### src/rtl/uart_pkg.sv
// Shared UART definitions: FSM state encoding, counter widths and bit-period helper.
package uart_pkg;

   localparam int unsigned CNT_W  = 16;
   localparam int unsigned BCNT_W = 4;

   typedef enum logic [2:0] {
      IDLE   = 3'd0,
      START  = 3'd1,
      DATA   = 3'd2,
      PARITY = 3'd3,
      STOP   = 3'd4
   } state_t;

   // Clocks per bit for a clock given in MHz and a line rate in bit/s
   function automatic int unsigned calc_cycle(input int unsigned clk_mhz,
                                              input int unsigned baud);
      return (clk_mhz * 32'd1000000) / baud;
   endfunction

endpackage

### src/rtl/uart_baud_gen.sv
// Bit-period counter: ticks on the last clock of each CYCLE-long bit period.
module uart_baud_gen
   import uart_pkg::*;
#(
   parameter int unsigned CYCLE = 10
) (
   input  logic i_clk_sys,
   input  logic i_rst,
   input  logic i_en,
   input  logic i_clr,
   output logic o_tick
);

   localparam logic [CNT_W-1:0] LAST = CNT_W'(CYCLE - 1);

   logic [CNT_W-1:0] cnt_q;

   assign o_tick = i_en && (cnt_q == LAST);

   // Counter with synchronous clear, wraps to zero after the last clock of a period
   always_ff @(posedge i_clk_sys or posedge i_rst) begin
      if (i_rst) begin
         cnt_q <= '0;
      end else if (i_clr) begin
         cnt_q <= '0;
      end else if (i_en) begin
         if (cnt_q == LAST) begin
            cnt_q <= '0;
         end else begin
            cnt_q <= cnt_q + CNT_W'(1);
         end
      end
   end

endmodule

### src/rtl/uart_tx.sv
// UART transmitter: valid/ready word in, start + LSB-first data + optional parity + stop bits out.
module uart_tx
   import uart_pkg::*;
#(
   parameter int unsigned CLK_FRE     = 50,
   parameter int unsigned DATA_WIDTH  = 8,
   parameter int unsigned PARITY_ON   = 0,
   parameter int unsigned PARITY_TYPE = 0,
   parameter int unsigned BAUD_RATE   = 9600,
   parameter int unsigned STOP_BITS   = 1
) (
   input  logic                  i_clk_sys,
   input  logic                  i_rst,
   input  logic [DATA_WIDTH-1:0] i_tx_data,
   input  logic                  i_tx_valid,
   output logic                  o_tx_ready,
   output logic                  o_uart_tx,
   output logic                  o_tx_busy,
   output logic                  o_tx_done
);

   localparam int unsigned CYCLE = calc_cycle(CLK_FRE, BAUD_RATE);

   // Reject parameter sets the datapath cannot represent
   if (CYCLE < 2) begin : g_bad_cycle
      $error("uart_tx: CLK_FRE/BAUD_RATE gives fewer than 2 clocks per bit");
   end
   if (DATA_WIDTH < 5 || DATA_WIDTH > 9) begin : g_bad_width
      $error("uart_tx: DATA_WIDTH must be 5..9");
   end
   if (STOP_BITS < 1 || STOP_BITS > 2) begin : g_bad_stop
      $error("uart_tx: STOP_BITS must be 1 or 2");
   end

   state_t                state_q,  state_n;
   logic [DATA_WIDTH-1:0] shift_q,  shift_n;
   logic [BCNT_W-1:0]     bit_cnt_q, bit_cnt_n;
   logic                  parity_q, parity_n;
   logic                  tx_q,     tx_n;
   logic                  ready_q,  ready_n;
   logic                  busy_q,   busy_n;
   logic                  done_q,   done_n;
   logic                  accept;
   logic                  tick;

   assign accept = i_tx_valid && ready_q;

   uart_baud_gen #(
      .CYCLE (CYCLE)
   ) u_baud_gen (
      .i_clk_sys (i_clk_sys),
      .i_rst     (i_rst),
      .i_en      (busy_q),
      .i_clr     (accept),
      .o_tick    (tick)
   );

   // Next-state and next-output logic; the line value for each bit is decided one edge ahead
   always_comb begin
      state_n   = state_q;
      shift_n   = shift_q;
      bit_cnt_n = bit_cnt_q;
      parity_n  = parity_q;
      tx_n      = tx_q;
      ready_n   = ready_q;
      busy_n    = busy_q;
      done_n    = 1'b0;

      case (state_q)
         IDLE: begin
            tx_n = 1'b1;
            if (accept) begin
               state_n   = START;
               shift_n   = i_tx_data;
               parity_n  = (^i_tx_data) ^ 1'(PARITY_TYPE);
               bit_cnt_n = '0;
               tx_n      = 1'b0;
               ready_n   = 1'b0;
               busy_n    = 1'b1;
            end
         end
         START: begin
            if (tick) begin
               state_n   = DATA;
               tx_n      = shift_q[0];
               shift_n   = shift_q >> 1;
               bit_cnt_n = '0;
            end
         end
         DATA: begin
            if (tick) begin
               if (bit_cnt_q == BCNT_W'(DATA_WIDTH - 1)) begin
                  bit_cnt_n = '0;
                  if (PARITY_ON != 0) begin
                     state_n = PARITY;
                     tx_n    = parity_q;
                  end else begin
                     state_n = STOP;
                     tx_n    = 1'b1;
                  end
               end else begin
                  bit_cnt_n = bit_cnt_q + BCNT_W'(1);
                  tx_n      = shift_q[0];
                  shift_n   = shift_q >> 1;
               end
            end
         end
         PARITY: begin
            if (tick) begin
               state_n   = STOP;
               tx_n      = 1'b1;
               bit_cnt_n = '0;
            end
         end
         STOP: begin
            tx_n = 1'b1;
            if (tick) begin
               if (bit_cnt_q == BCNT_W'(STOP_BITS - 1)) begin
                  state_n   = IDLE;
                  bit_cnt_n = '0;
                  ready_n   = 1'b1;
                  busy_n    = 1'b0;
                  done_n    = 1'b1;
               end else begin
                  bit_cnt_n = bit_cnt_q + BCNT_W'(1);
               end
            end
         end
         default: begin
            state_n = IDLE;
            tx_n    = 1'b1;
            ready_n = 1'b1;
            busy_n  = 1'b0;
         end
      endcase
   end

   // State, datapath and output registers; reset leaves the line idle high
   always_ff @(posedge i_clk_sys or posedge i_rst) begin
      if (i_rst) begin
         state_q   <= IDLE;
         shift_q   <= '0;
         bit_cnt_q <= '0;
         parity_q  <= 1'b0;
         tx_q      <= 1'b1;
         ready_q   <= 1'b1;
         busy_q    <= 1'b0;
         done_q    <= 1'b0;
      end else begin
         state_q   <= state_n;
         shift_q   <= shift_n;
         bit_cnt_q <= bit_cnt_n;
         parity_q  <= parity_n;
         tx_q      <= tx_n;
         ready_q   <= ready_n;
         busy_q    <= busy_n;
         done_q    <= done_n;
      end
   end

   assign o_uart_tx  = tx_q;
   assign o_tx_ready = ready_q;
   assign o_tx_busy  = busy_q;
   assign o_tx_done  = done_q;

endmodule
### config.mk
export PLATFORM = sky130hd
export DESIGN_NAME = uart_tx
export DESIGN_NICKNAME = d
export VERILOG_FILES = /design/src/rtl/uart_pkg.sv /design/src/rtl/uart_baud_gen.sv /design/src/rtl/uart_tx.sv
export SDC_FILE = /design/constraint.sdc
export NUM_CORES = 1
export LEC_CHECK = 0
export CAP_MARGIN = 20
export CORE_MARGIN = 5
export CORE_UTILIZATION = 40
export DETAILED_ROUTE_END_ITERATION = 8
export HOLD_SLACK_MARGIN = 0.05
export PLACE_DENSITY_LB_ADDON = 0.25
export SLEW_MARGIN = 20
export SYNTH_ARGS = -nofsm -noshare
export SYNTH_HDL_FRONTEND = slang
export SYNTH_HIERARCHICAL = 1
export SYNTH_SLANG_ARGS = --single-unit
### constraint.sdc
create_clock -name i_clk_sys -period 3.25 [get_ports i_clk_sys]
set_input_delay 0.65 -clock i_clk_sys [delete_from_list [all_inputs] [get_ports i_clk_sys]]
set_output_delay 0.65 -clock i_clk_sys [all_outputs]
set_load 0.02 [all_outputs]
**Yosys cells after proc, flatten, opt, wreduce, memory -nomap -nowiden**

Index checks and enable logic that the tools add are counted.

- Output and inout bits: 4
- Input bits: 11
- Register bits: 35

- Equality and inequality tests: 15
- Add/subtract/negate cells: 2
- Reduce and logical (&&, ||, !) cells: 14
- Multiplexer cells: 40
- Bitwise gates (word level): 1

Operators by type and width:

| cell | number |
|---|---|
| $mux W16 | 3 |
| $mux W8 | 4 |
| $mux W4 | 6 |
| $pmux W8 S3 | 1 |
| $mux W3 | 7 |
| $add A16 B1 Y16 const B | 1 |
| $eq A16 B13 Y1 const B | 1 |
| $ne A2 B2 Y1 const B | 8 |
| $pmux W4 S4 | 1 |
| $pmux W3 S5 | 1 |
| $mux W1 | 14 |
| $reduce_and A5 Y1 | 2 |
| $reduce_and A7 Y1 | 1 |
| $eq A3 B2 Y1 const B | 2 |
| $pmux W1 S3 | 2 |
| $add A4 B1 Y4 const B | 1 |
| $eq A4 B3 Y1 const B | 1 |
| $logic_not A4 Y1 | 1 |
| $pmux W1 S4 | 1 |
| $reduce_and A4 Y1 | 1 |
| $reduce_bool A4 Y1 | 1 |
| $eq A3 B1 Y1 const B | 1 |
| $eq A3 B3 Y1 const B | 1 |
| $logic_not A3 Y1 | 1 |
| 8 further kinds | 9 |

**Longest topological paths before layout**

- Depth in word-level cells: 4
- Gate-level depth with buffers: 8
- Gate-level depth less buffers: 8

**Hierarchy**

The synthesis kept the hierarchy.

Modules (own cells, without submodules):

| module | seq. area each (um^2) | area each (um^2) | cells each | instances |
|---|---|---|---|---|
| uart_tx | 478.0 | 1104.8 | 96 | 1 |
| uart_baud_gen | 400.4 | 930.9 | 100 | 1 |

**Worst setup path before layout**

No wires, ideal clock.

- Path type: register -> register
- From: register u_baud_gen.cnt_q[11]
- To: register bit_cnt_q[3]
- Clock period less this slack: 2.574 ns
- Library setup time: 0.124 ns
- Arrival: 2.450 ns
- Stages on the path, launching flop included: 8
- Setup slack: 0.676 ns
- Buffers on the path: 0
- Path through: dfrtp_1 > or4b_1 > nor4_1 > and2_1 > nand2_1 > a21boi_0 > nor2_1 > a211o_1

- Longest elaborated chain between the ends: 4
- Elaborated cells between the ends (all ways): 6
- Classes of those cells: eq/ne (4); reduce/logical (2)

RTL lines:

| element | RTL line | source |
|---|---|---|
| start, declared | uart_baud_gen.sv:16 | `logic [CNT_W-1:0] cnt_q;` |
| start signal, assigned | uart_baud_gen.sv:30 | `cnt_q <= cnt_q + CNT_W'(1);` |
| $eq A16 B13 Y1 (*) | uart_baud_gen.sv:18 | `assign o_tick = i_en && (cnt_q == LAST);` |
| $logic_and A1 B1 Y1 (*) | uart_baud_gen.sv:18 |  |
| via tick | uart_tx.sv:44 | `logic tick;` |
| $ne A2 B1 Y1 (no source line) or $ne A2 B2 Y1 (tied branches) | n/a |  |
| $reduce_and A5 Y1 (no source line) (*) | n/a |  |
| end signal, assigned | uart_tx.sv:152 | `bit_cnt_q <= bit_cnt_n;` |
| end, declared | uart_tx.sv:37 | `logic [BCNT_W-1:0] bit_cnt_q, bit_cnt_n;` |

The timed path passes the listed nets; every way through them passes the cells marked *.
A chain may end at the register's enable or synchronous reset.

**Worst setup path after layout**

Same ends and word-level chain as after synthesis.

==> key figures <==
Logic synthesis
  • Mapped cell area: 2040 sq um
  • Post-synth top area share: 40.6%
  • #FFs+latches synth: 35
  • Synth area leaders: dfrtp_1 41%, mux2_2 9.4%, nor2_1 3.1%
  • Post-synthesis async set-or-reset flop share: 100%
  • Count leader, synth: dfrtp_1
  • EDFF count, synth: 0
  • Yosys cell types: 51
  • Net Count, Synth: 210
  • Post-Syn Instances: 196
  • Cell taking the most area after synthesis: dfrtp_1
  • Synth Flop Type: dfrtp_1
  • Mean cell area of the mapped netlist: 10.4 sq um
  • Yosys warnings: 6
  • Post-synth top cells: 33 x dfrtp_1, 17 x mux2_2, 17 x nor2_1
  • Sequential element share of the synthesized area: 43.1%

Placed design
  • Worst slack, placed: 0.584 ns
  • IO Port Bufs: 14
  • Cell count after placement: 276
  • GPL Wtd Cong: 0.817
  • HPWL Detailed: 2760 um

Outcome
  • Status: finished clean

Clock network
  • Post_cts resized: 0
  • TritonCTS Buffers: 5
  • Clock sinks: 35
  • CTS Root Cell: clkbuf_8
  • Max H-tree Level: 2
  • Hold-fix buffers, CTS: 0
  • CTS tree: yes
  • Post CTS Setup Buffer Count: 0
  • Clk slew on worst S/H paths: 0.08 ns
  • Clock buffer depth: 2
  • Worst-Skew Late Latency: 0.29 ns

GRT
  • Largest net degree at the start of global routing: 20
  • Global-route wire length before repair: 6760 um
  • Total gr overflow: 0
  • Gr usage total: 13.2%
  • Initial antenna violation count: 0
  • Vias in the first global route: 1454

Cells and area
  • Area occupied by multi-input gates: 1090 sq um
  • Fin cells: 284
  • FILL cells: 485
  • Reg area: 878 sq um
  • Ant diodes: 0
  • NumNets Final: 227
  • Layout cells sized above 1: 18.2%
  • Syn-to-layout area delta: 15.2%

Power and ir drop
  • Sequential share of power: 51.0%
  • Tot Pwr: 868 uW
  • Gate power share: 3.4%
  • Leak: 0.000950 uW
  • Sw Ratio: 20.9%
  • Worst vdd ir: 0.000266 V
  • Power per cell area: 370 nW/um^2
  • Switch Pwr: 181 uW
  • P_int: 686 uW
  • Clock power frac: 45.6%

Drt
  • Routed WL per cell: 13.8 um
  • DRT Wirelength: 3930 um
  • Number of remaining DRC errors: 0
  • Via Count: 1494
  • Vias per Instance: 5.26
  • Drt pass-1 iters: 4
  • Iter 0 DRT Violations: 93
  • Antenna-violating nets left: 0

Critical path
  • Crit-path max FO: 6
  • Critical path's largest stage delay: 0.58 ns
  • Worst EP arrival: 2.86 ns
  • Worst EP required: 3.43 ns
  • R2r startpoint: u_baud_gen/cnt_q[11]$_DFFE_PP0P_
  • Cells on worst reg2reg path: 8
  • CP Capture Type: flop
  • Critical path type: flop to flop
  • R2R Setup Slk: 0.57 ns
  • Slowest-stage cell, CP: or4b_1
  • R2R Path End: bit_cnt_q[3]$_DFFE_PP0P_
  • CP cell instances: or4b_1, nor4_1, buf_4, and2_1, nand2_1, a21boi_0, nor2_1, a211o_1
  • Nature of the critical path startpoint: flop

Floorplanning
  • Starting Density: 40.6%
  • Total core area: 5010 sq um
  • Die Span Y: 81.3 um
  • Die Span X: 81.3 um
  • Ports: 15
  • Die area: 6620 sq um
  • Rows: 26

Timing
  • Final Cycle Share: 82.4%
  • Final Critical Period: 2.68 ns
  • Clk_skew: 0.00937 ns
  • Fin. Hold Viols: 0
  • Setup TNS: 0 ns
  • Fmax: 373 MHz
  • Worst Setup Slack, final: 0.570 ns
  • Final Max Tran Viols: 0
  • Relative slew slack: 52.8%
  • Slew @ Worst Pin: 0.707 ns
  • RSZ-0062 raised after global routing: false
  • Final Setup Violations: 0

Min path
  • Worst hold start: shift_q[0]$_DFFE_PP0P_
  • Hold Path End: o_uart_tx$_DFFE_PP1P_
  • Hold/Removal Path Class: flop to flop
  • Hold Crit Depth: 2

Run
  • Max-Cap Viols: 0
==> stage by stage <==
step | util (%) | hold WS, ns | instance area (sq um)
after floorplan | - | 0.458 | 2040
after global placement | 44.6 | 0.471 | 2230
after detailed placement | 44.6 | 0.475 | 2230
after CTS | 46.8 | 0.491 | 2350
after global routing | 46.8 | 0.521 | 2350
final | 46.8 | 0.488 | 2350
==> cell type report <==
cell class              count  area share (%)
flip-flops and latches     35            37.4
repair buffers             15            6.29
clock buffers               5            2.93
multi-input cells         148            46.5
inverters                   8            1.28
well taps                  70            3.73
clock inverters             3            1.87
==> power by group through the flow <==
stage          logic (uW)  clock network [uW]  registers, uW
2_1_floorplan        15.1                   0            450
3_3_place_gp         30.4                   0            451
3_5_place_dp         30.7                   0            451
4_1_cts              30.9                 411            442
5_1_grt              33.7                 429            443
6_report             29.4                 396            442
==> routing by layer <==
metal	vias to the layer above	global-route usage, %	routed length [um]
met4	0	3.55	27
met2	22	21.3	1860
met1	719	17.4	1870
met5	-	0	0
li1	748	-	-
met3	5	3.44	175
==> critical path, delay by kind of cell (launching register included) <==
kind,cells,cell delay (ns)
AO/OA/AOI/OAI,2,0.64
flip-flops,1,0.44
AND/OR/NAND/NOR,5,1.32
buffers and inverters,1,0.17
==> sequential cells by signal, summed over array words and instances (netlist names) <==
register	cells
o_tx_busy	1
o_tx_done	1
shift_q	8
u_baud_gen/cnt_q	16
o_uart_tx	1
o_tx_ready	1
bit_cnt_q	4
state_q	3
==> worst max-delay path by stage <==
stage                                                 from                        to  slack [ns]  depth (start not counted)
after detailed placement  u_baud_gen/cnt_q[11]$_DFFE_PP0P_  bit_cnt_q[3]$_DFFE_PP0P_        0.58                          8
final                     u_baud_gen/cnt_q[11]$_DFFE_PP0P_  bit_cnt_q[3]$_DFFE_PP0P_        0.57                          8
after global placement    u_baud_gen/cnt_q[11]$_DFFE_PP0P_  bit_cnt_q[3]$_DFFE_PP0P_        0.61                          8
after floorplan           u_baud_gen/cnt_q[11]$_DFFE_PP0P_  bit_cnt_q[3]$_DFFE_PP0P_        0.68                          7
after CTS                 u_baud_gen/cnt_q[11]$_DFFE_PP0P_  bit_cnt_q[3]$_DFFE_PP0P_        0.57                          8
after global routing      u_baud_gen/cnt_q[11]$_DFFE_PP0P_  bit_cnt_q[3]$_DFFE_PP0P_        0.39                          8
==> cells in the final DEF, fill, tap and decap left out, drive strengths merged, types with 4 or more instances in the layout <==
master | synthesis | layout
nor3 | 7 | 7
inv | 8 | 8
dfrtp | 33 | 33
nor3b | 4 | 4
xnor2 | 5 | 5
nand4 | 5 | 5
a21oi | 6 | 6
nor2 | 19 | 19
clkbuf | 1 | 5
o21ai | 5 | 5
nand3 | 4 | 4
a22o | 4 | 4
mux2 | 17 | 17
clkdlybuf4s50 | 0 | 14
nand2 | 16 | 16
nor2b | 5 | 5
nor4 | 6 | 6
==> logic make-up (layout without fill, tap and decap cells) <==
family,after synthesis,in the layout,share of synthesized area (%)
compound gates,36,36,15.2
mux,17,17,9.40
simple gates,84,84,23.7
fa+ha+maj,3,3,1.84
buf+inv,13,31,3.32
xor+xnor,8,8,3.44
flops,35,35,43.1
Note: power is estimated with default switching activity, not from simulation.
